[src/rtl/axis_frame_sink.sv]
// AXI-Stream video frame sink: checks line/frame geometry carried on tuser,
// accumulates a per-frame checksum and reports sticky protocol errors.
module axis_frame_sink #(
    parameter int DATA_WIDTH = 64,
    parameter int USER_WIDTH = 4
) (
    input  logic                  aclk,
    input  logic                  aclk_reset_n,
    input  logic                  s_axis_tvalid,
    output logic                  s_axis_tready,
    input  logic [DATA_WIDTH-1:0] s_axis_tdata,
    input  logic [USER_WIDTH-1:0] s_axis_tuser,
    input  logic                  s_axis_tlast,
    input  logic                  cfg_enable,
    input  logic [15:0]           cfg_exp_words,
    input  logic [15:0]           cfg_exp_lines,
    input  logic [15:0]           cfg_ready_pattern,
    input  logic                  err_clr,
    output logic                  frame_done,
    output logic [31:0]           frame_count,
    output logic [15:0]           last_line_count,
    output logic [31:0]           last_checksum,
    output logic [4:0]            err_flags,
    output logic                  irq_err
);

    typedef enum logic [1:0] {IDLE, IN_LINE, GAP} state_t;

    localparam int ERR_SOF  = 0;
    localparam int ERR_SOL  = 1;
    localparam int ERR_GW   = 2;
    localparam int ERR_GL   = 3;
    localparam int ERR_LAST = 4;

    state_t      state_q, state_d;
    logic        run_q;
    logic [3:0]  idx_q;
    logic [15:0] pattern_eff;
    logic [15:0] word_q, word_d, line_q, line_d;
    logic [31:0] cks_q, cks_d;
    logic        done_q, done_d;
    logic [31:0] fc_q, fc_d;
    logic [15:0] llc_q, llc_d;
    logic [31:0] lcs_q, lcs_d;
    logic [4:0]  err_q, err_new;

    logic        beat, sof, eof, sol, eol;
    logic [63:0] beat_data;
    logic [31:0] fold;

    logic        restart, line_beat;
    logic [15:0] word_b, line_b, word_inc, line_inc;
    logic [31:0] cks_b, cks_inc;

    assign sof       = s_axis_tuser[0];
    assign eof       = s_axis_tuser[1];
    assign sol       = s_axis_tuser[2];
    assign eol       = s_axis_tuser[3];
    assign beat_data = 64'(s_axis_tdata);
    assign fold      = beat_data[63:32] ^ beat_data[31:0];

    // An all-zero pattern would stall the stream forever, so it means "always ready".
    assign pattern_eff   = (cfg_ready_pattern == 16'h0000) ? 16'hFFFF : cfg_ready_pattern;
    assign s_axis_tready = run_q & cfg_enable & pattern_eff[idx_q];
    assign beat          = s_axis_tvalid & s_axis_tready;

    // run_q holds tready low while reset is asserted and releases it on the first edge after.
    always_ff @(posedge aclk or negedge aclk_reset_n) begin
        if (!aclk_reset_n) begin
            run_q <= 1'b0;
            idx_q <= '0;
        end else begin
            run_q <= 1'b1;
            idx_q <= idx_q + 4'd1;
        end
    end

    always_comb begin
        // NOTE: every signal written here gets a default first, so no latch can be inferred.
        state_d   = state_q;
        word_d    = word_q;
        line_d    = line_q;
        cks_d     = cks_q;
        done_d    = 1'b0;
        fc_d      = fc_q;
        llc_d     = llc_q;
        lcs_d     = lcs_q;
        err_new   = '0;
        restart   = 1'b0;
        line_beat = 1'b0;

        if (beat) begin
            if (s_axis_tlast != eol) err_new[ERR_LAST] = 1'b1;
            unique case (state_q)
                IDLE: begin
                    if (sof) restart = 1'b1;
                    else     err_new[ERR_SOF] = 1'b1;
                end
                IN_LINE: begin
                    if (sof) begin
                        restart          = 1'b1;
                        err_new[ERR_SOF] = 1'b1;
                    end else begin
                        line_beat = 1'b1;
                    end
                end
                GAP: begin
                    if (sof) begin
                        restart          = 1'b1;
                        err_new[ERR_SOF] = 1'b1;
                    end else begin
                        line_beat = 1'b1;
                        if (!sol) err_new[ERR_SOL] = 1'b1;
                    end
                end
                default: state_d = IDLE;
            endcase
        end

        // A restarting SOF beat is the first beat of a fresh frame, so it counts from zero.
        word_b   = restart ? 16'd0 : word_q;
        line_b   = restart ? 16'd0 : line_q;
        cks_b    = restart ? 32'd0 : cks_q;
        word_inc = (word_b == 16'hFFFF) ? word_b : word_b + 16'd1;
        line_inc = line_b + 16'd1;
        cks_inc  = cks_b ^ fold;

        if (restart || line_beat) begin
            cks_d = cks_inc;
            if (eol || eof) begin
                if (!eol || word_inc != cfg_exp_words) err_new[ERR_GW] = 1'b1;
                word_d = '0;
                line_d = line_inc;
                if (eof) begin
                    if (line_inc != cfg_exp_lines) err_new[ERR_GL] = 1'b1;
                    llc_d   = line_inc;
                    lcs_d   = cks_inc;
                    fc_d    = fc_q + 32'd1;
                    done_d  = 1'b1;
                    state_d = IDLE;
                end else begin
                    state_d = GAP;
                end
            end else begin
                word_d  = word_inc;
                line_d  = line_b;
                state_d = IN_LINE;
            end
        end
    end

    // NOTE: sequential state uses non-blocking assignments so all registers update together.
    always_ff @(posedge aclk or negedge aclk_reset_n) begin
        if (!aclk_reset_n) begin
            state_q <= IDLE;
            word_q  <= '0;
            line_q  <= '0;
            cks_q   <= '0;
            done_q  <= 1'b0;
            fc_q    <= '0;
            llc_q   <= '0;
            lcs_q   <= '0;
            err_q   <= '0;
        end else begin
            state_q <= state_d;
            word_q  <= word_d;
            line_q  <= line_d;
            cks_q   <= cks_d;
            done_q  <= done_d;
            fc_q    <= fc_d;
            llc_q   <= llc_d;
            lcs_q   <= lcs_d;
            // A freshly detected error survives a simultaneous clear.
            err_q   <= (err_clr ? 5'b0 : err_q) | err_new;
        end
    end

    assign frame_done      = done_q;
    assign frame_count     = fc_q;
    assign last_line_count = llc_q;
    assign last_checksum   = lcs_q;
    assign err_flags       = err_q;
    assign irq_err         = |err_q;

endmodule
[config.mk]
export PLATFORM = sky130hd
export DESIGN_NAME = axis_frame_sink
export DESIGN_NICKNAME = d
export VERILOG_FILES = /design/src/rtl/axis_frame_sink.sv
export SDC_FILE = /design/constraint.sdc
export NUM_CORES = 1
export LEC_CHECK = 0
export BUFFER_PORTS_ARGS = -buffer_cell sky130_fd_sc_hd__buf_4
export CORE_MARGIN = 2
export CORE_UTILIZATION = 55
export DETAILED_ROUTE_END_ITERATION = 10
export HOLD_SLACK_MARGIN = 0.12
export PLACE_DENSITY = 0.81
export REMOVE_ABC_BUFFERS = 1
export SYNTH_ARGS = -nofsm -noshare
export SYNTH_HDL_FRONTEND = slang
export SYNTH_SLANG_ARGS = --single-unit
[constraint.sdc]
create_clock -name aclk -period 6.2 [get_ports aclk]
set_clock_uncertainty 0.05 [all_clocks]
set_input_delay 0.93 -clock aclk [delete_from_list [all_inputs] [get_ports aclk]]
set_output_delay 0.93 -clock aclk [all_outputs]
set_load 0.05 [all_outputs]
Word level (Yosys, flattened, before mapping)
Cells that the tools add are included.
- add/subtract/negate cells: 4
- magnitude comparators: 1
- shifts and indexed selects: 0
- $mul: 0
- bitwise logic cells: 6
- reductions and logical operators: 12
- mux-type cells: 36
- divide/modulo/power cells: 0
- equality and inequality tests: 7
- operators with widths (kind ; number):
    16-bit two-way mux ; 6
    32-bit bitwise XOR ; 2
    16-bit by 1-bit adder with 16-bit output, second input constant ; 2
    32-bit by 1-bit adder with 32-bit output, second input constant ; 1
    32-bit two-way mux ; 1
    16-bit != test ; 2
    1-bit two-way mux ; 18
    16-bit equality test, second input constant ; 1
    16-bit zero test ; 1
    2-bit two-way mux ; 8
    4-bit by 5-bit < comparator with 1-bit output, second input constant ; 1
    5-bit two-way mux ; 1
    5-bit OR ; 1
    5-bit OR reduction ; 1
    4-bit by 1-bit adder with 4-bit output, second input constant ; 1
    1-bit binary-select mux with 4-bit select ; 1
    1-bit bitwise AND ; 3
    1-bit logical OR ; 3
    3-bit AND reduction ; 1
    3-bit OR reduction ; 1
    2-bit by 1-bit equality test with 1-bit output, second input constant ; 1
    2-bit equality test, second input constant ; 1
    2-bit zero test ; 1
    2-bit by 1-bit != test with 1-bit output, second input constant ; 1
    other kinds (6) ; 6
- bits in writable memories: 0
- logic and storage cells: 77
- output and inout bits: 88
- memory bits (read-only): 0
- memories: 0
- flip-flop bits (word level): 157
- bits of input ports: 122
- bits in latches: 0

Depth between registers and ports, before layout
- depth in word-level cells: 16
- depth in mapped cells: 21
- gate-level depth less buffers: 15

Least setup slack after synthesis
No wires, ideal clock.
- kind: input-to-reg
- start point: input cfg_ready_pattern[14]
- end point: register err_q[2] (netlist: err_flags[2])
- arrival time: 4.725 ns
- required time: 6.007 ns
- library setup time: 0.143 ns
- stages on the path: 18
- buffers on the path: 5
- setup slack: 1.282 ns
- cell sequence: mux4_2 > a311oi_4 > a21o_1 > buf_4 > buf_2 > buf_2 > buf_2 > and2_1 > ha_1 > clkbuf_1 > nand4_1 > nor4_4 > nor2_1 > and3_2 > nor3b_4 > xnor2_1 > nor4_1 > a41oi_1
- cells in the longest elaborated chain, start to end: 16
- elaborated cells on any way between the ends: 19
- those cells by class: 1 x add/sub; 2 x eq/ne; 10 x mux; 3 x bitwise; 3 x reduce/logical
- ends and longest elaborated chain (what ; line ; RTL):
    start, declared ; 17 ; input logic [15:0] cfg_ready_pattern,
    16-bit zero test ; 63 ; assign pattern_eff = (cfg_ready_pattern == 16'h0000) ? 16'hFFFF : cfg_ready_pattern;
    16-bit two-way mux (*) ; 63 ;
    1-bit binary-select mux with 4-bit select (*) ; 64 ; assign s_axis_tready = run_q & cfg_enable & pattern_eff[idx_q];
    1-bit two-way mux (implied by the code) (*) ; 64 ;
    1-bit bitwise AND (*) ; 64 ;
    1-bit bitwise AND (*) ; 65 ; assign beat = s_axis_tvalid & s_axis_tready;
    1-bit two-way mux ; 92 ; if (beat) begin
    16-bit two-way mux ; 121 ; word_b = restart ? 16'd0 : word_q;
    16-bit by 1-bit adder with 16-bit output or 16-bit equality test (tied branches) ; 124 ; word_inc = (word_b == 16'hFFFF) ? word_b : word_b + 16'd1;
    16-bit two-way mux ; 124 ;
    16-bit != test ; 131 ; if (!eol || word_inc != cfg_exp_words) err_new[ERR_GW] = 1'b1;
    1-bit logical OR ; 131 ;
    1-bit two-way mux ; 131 ;
    2-bit two-way mux ; 130 ; if (eol || eof) begin
    2-bit two-way mux (*) ; 128 ; if (restart || line_beat) begin
    5-bit OR (*) ; 174 ; err_q <= (err_clr ? 5'b0 : err_q) | err_new;
    end signal, assigned ; 174 ;
    end, declared ; 45 ; logic [4:0] err_q, err_new;
Mark *: on every way between the ends. The rest lies on a longest branch, timed or not. The select of a mux whose other input is x is not followed.
A chain may end at the register's enable or synchronous reset.

Final worst setup path
- start point: register idx_q[2]
- end point: register err_q[2] (netlist: err_flags[2])
- cells in the longest elaborated chain, start to end: 14
- elaborated cells on any way between the ends: 17
- those cells by class: 1 x add/sub; 2 x eq/ne; 9 x mux; 3 x bitwise; 2 x reduce/logical
- ends and longest elaborated chain (what ; line ; RTL):
    start, declared ; 37 ; logic [3:0] idx_q;
    start signal, assigned ; 74 ; idx_q <= idx_q + 4'd1;
    1-bit binary-select mux with 4-bit select (*) ; 64 ;
    1-bit two-way mux (implied by the code) (*) ; 64 ;
    1-bit bitwise AND (*) ; 64 ;
    1-bit bitwise AND (*) ; 65 ;
    1-bit two-way mux ; 92 ;
    16-bit two-way mux ; 121 ;
    16-bit by 1-bit adder with 16-bit output or 16-bit equality test (tied branches) ; 124 ;
    16-bit two-way mux ; 124 ;
    16-bit != test ; 131 ;
    1-bit logical OR ; 131 ;
    1-bit two-way mux ; 131 ;
    2-bit two-way mux ; 130 ;
    2-bit two-way mux (*) ; 128 ;
    5-bit OR (*) ; 174 ;
Marked as above.

==> results.py <==
metrics = {
    "logic_synthesis": {
        "syn_avg_cell_area_um2": 8.91,
        "synth_cells": 1021,
        "ys.flop_type": "dfrtp_1",
        "syn-cell-area_mm2": 0.00910,
        "synth_edf_count": 0,
        "yosys_warnings": 0,
        "async_reset_ff_frac": 1.00,
        "ys_top_cells_by_area": "dfrtp_1, xor2_1, nand2_1, o21ai_0, xnor2_1",
        "synth_top_area_share": 0.432,
        "synth_top_cell_by_area": "dfrtp_1",
        "synth_cell_types": 67,
        "synth-seq-cells": 157,
        "seq_area_frac_synth": 0.432,
    },
    "setup_path": {
        "rrSetupSlack_ns": 1.37,
        "required_ns": 6.43,
        "cp.arrival_ns": 5.07,
        "critPathLaunchType": "flop",
        "r2r_start": "idx_q[2]",
        "path_max_fanout": 32,
        "worst-setup-path-type": "reg2reg",
        "regToRegEndpoint": "err_flags[2]",
        "rr_worst_depth": 14,
        "end_kind": "flop",
        "crit_chain": "mux4_2, a311oi_4, a21o_4, and2_1, ha_1, nand4_1, nor4_4, nor2_1, nand3_1, xor2_1, a221oi_1, nand4_1, nor4_1, a41oi_1",
        "crit_top_cell": "nand4_1",
        "cpLargestDelayFamily": "simple AND/OR/NAND/NOR gates",
        "cp_num_buf_inv": 0,
        "cpMaxStageDelayCell": "mux4_2",
        "max_stage_delay_ns": 0.58,
    },
    "clock_tree": {
        "postCtsSetupBuffers": 0,
        "cts-root-buf": "clkbuf_16",
        "cts_tree": "done",
        "cts_sinks": 157,
        "clkTransAtPathRegs_ns": 0.07,
        "cts_resized": 0,
        "clock_path_buffers": 2,
        "cts_hold_buf": 0,
        "cts_made_buffers": 17,
        "htreeDepth": 4,
        "clk_latency_ns": 0.43,
    },
    "sta": {
        "relSlewSlack": 0.243,
        "fin_crit_ns": 4.83,
        "finalHoldViolations": 0,
        "rsz0062_at_grt": "no",
        "finalCritPeriodShare": 0.780,
        "tns_ns": 0,
        "finalSetupViolCount": 0,
        "timing.fmax_ghz": 0.207,
        "drv_slew": 0,
        "worst_pin_slew_ns": 1.13,
        "finalHoldWorstSlack_ns": 0.262,
    },
    "layout": {
        "nFillCells": 1306,
        "layout.nets": 1319,
        "syn2layout_area_growth_pct": 24.6,
        "final-seq-area_mm2": 0.00393,
        "final_cell_mix": "buf_4, nand2_1, dfrtp_1",
        "final_common_cell": "buf_4",
        "multi_input_area_mm2": 0.00487,
        "drive_gt1_frac": 0.218,
        "antennaDiodeCount": 0,
    },
    "run_status": {
        "status": "complete, no violations",
    },
    "routing": {
        "wire_per_inst_um": 15.9,
        "num_vias": 8155,
        "viasPerCell": 5.73,
        "wl_um": 22600,
        "drt_first_pass_iters": 6,
        "drt_iter0_markers": 708,
        "drtAntennaViolNets": 0,
        "drc": 0,
    },
    "global_routing": {
        "grt_pass1_vias": 7804,
        "grt_overflow": 0,
        "grt_max_degree": 108,
        "antenna_found_initial": 0,
        "grt_pass1_wl_um": 37800,
        "grt_util_all_layers": 0.262,
    },
    "power_and_ir_drop": {
        "clkPwrFrac": 0.325,
        "combPwrFrac": 0.276,
        "ir_worst_vdd_uv": 197,
        "swShare": 0.350,
        "intPower_w": 0.00213,
        "p_sw_w": 0.00115,
        "p_leak_nw": 5.21,
        "powerDensity_mw_per_mm2": 289,
        "pwr-share-seq": 0.399,
    },
    "floorplan": {
        "fp-row-count": 47,
        "die_area_mm2": 0.0176,
        "core_mm2": 0.0163,
        "die_x_um": 133,
        "ios": 210,
        "die_y_um": 133,
        "start_util": 0.557,
    },
    "place": {
        "gp_congestion": 0.909,
        "port_buffers": 209,
        "hpwl_um": 15600,
    },
    "run": {
        "cap_violations": 0,
    },
    "worst_hold_path": {
        "hp-class": "in2async",
    },
}
worst max-delay path by stage:
| stage | endpoint | startpoint | depth (start not counted) | slack (ns) |
|---|---|---|---|---|
| after floorplan | err_flags[2] | cfg_ready_pattern[14] | 13 | 0.13 |
| after global placement | err_flags[2] | cfg_ready_pattern[14] | 14 | 1.14 |
| after detailed placement | err_flags[2] | cfg_ready_pattern[13] | 15 | 1.05 |
| after CTS | err_flags[2] | idx_q[2] | 14 | 1.41 |
| after global routing | err_flags[2] | idx_q[2] | 14 | 1.11 |
| final | err_flags[2] | idx_q[2] | 14 | 1.37 |
cell usage after synthesis, drive strengths merged, types with 2 or more instances:
library cell,number
nand2,183
dfrtp,157
o21ai,110
xor2,88
xnor2,57
nor2,55
clkbuf,41
a21oi,35
a32o,35
nand3,35
buf,23
nor3,22
nand4,17
or3,16
and3,14
inv,14
nor4,11
o31ai,10
mux2i,9
nand2b,9
and2,8
nand3b,7
ha,6
o22ai,6
a221oi,5
a31oi,5
and4,4
a22o,3
nor2b,3
a211oi,2
a22oi,2
a32oi,2
a41oi,2
mux4,2
nor3b,2
o21bai,2
or2,2
worst reg2reg max path, stage by stage (launching register included):
cell	delay [ns]
dfrtp_1	0.53
mux4_2	0.58
a311oi_4	0.51
a21o_4	0.39
and2_1	0.22
ha_1	0.35
nand4_1	0.20
nor4_4	0.44
nor2_1	0.24
nand3_1	0.15
xor2_1	0.10
a221oi_1	0.36
nand4_1	0.15
nor4_1	0.25
a41oi_1	0.16
logic make-up (layout without fill, tap and decap cells):
kind of cell | after synthesis | in the layout | share of synthesized area
AOI/OAI and AO/OA | 229 | 229 | 0.163
xor gates and xnor gates | 145 | 145 | 0.140
adders and majority gates | 6 | 6 | 0.00825
buffers and inverters | 78 | 260 | 0.0353
DFF | 157 | 157 | 0.432
muxes | 12 | 12 | 0.0161
other | 1 | 1 | 0.000412
and+or+nand+nor | 393 | 393 | 0.206
power groups by stage:
stage	Clock [W]	Combinational [W]	Sequential (W)
5_1_grt	0.00112	0.000980	0.00133
3_3_place_gp	0	0.000887	0.00131
6_report	0.00107	0.000905	0.00131
2_1_floorplan	0	0.000309	0.00159
3_5_place_dp	0	0.000907	0.00132
4_1_cts	0.00108	0.000911	0.00130
metrics by stage:
step                      utilization  cell area [um2]  power [W]  std cells  setup WS [ns]
after CTS                       0.694            11300    0.00330       1423           1.41
final                           0.694            11300    0.00327       1423           1.37
after floorplan                     -             8830    0.00189        957          0.125
after detailed placement        0.657            10700    0.00223       1392           1.05
after global placement          0.657            10700    0.00220       1392           1.14
after global routing            0.694            11300    0.00343       1423           1.11
sequential cells by signal (all words and copies together), names as in the netlist:
signal / cells
run_q: 1
frame_count: 32
idx_q: 4
frame_done: 1
last_checksum: 32
word_q: 16
last_line_count: 16
err_flags: 5
cks_q: 32
state_q: 2
line_q: 16
cell type report:
type                            count  area share
Clock inverter                     13      0.0137
Multi-Input combinational cell    786       0.430
Sequential cell                   157       0.346
Inverter                           14     0.00463
Clock buffer                       18      0.0387
Timing Repair Buffer              215       0.143
Tap cell                          220      0.0243
metal layers:
layer	vias to the layer above	wire, um	GRT usage	share of wire
met5	-	0	0	0
met4	0	546	0.0890	0.024
met3	41	1340	0.0517	0.059
met2	293	11000	0.441	0.49
met1	3897	9740	0.341	0.43
li1	3924	-	-	-
No activity file was read; power rests on OpenSTA's default activity.
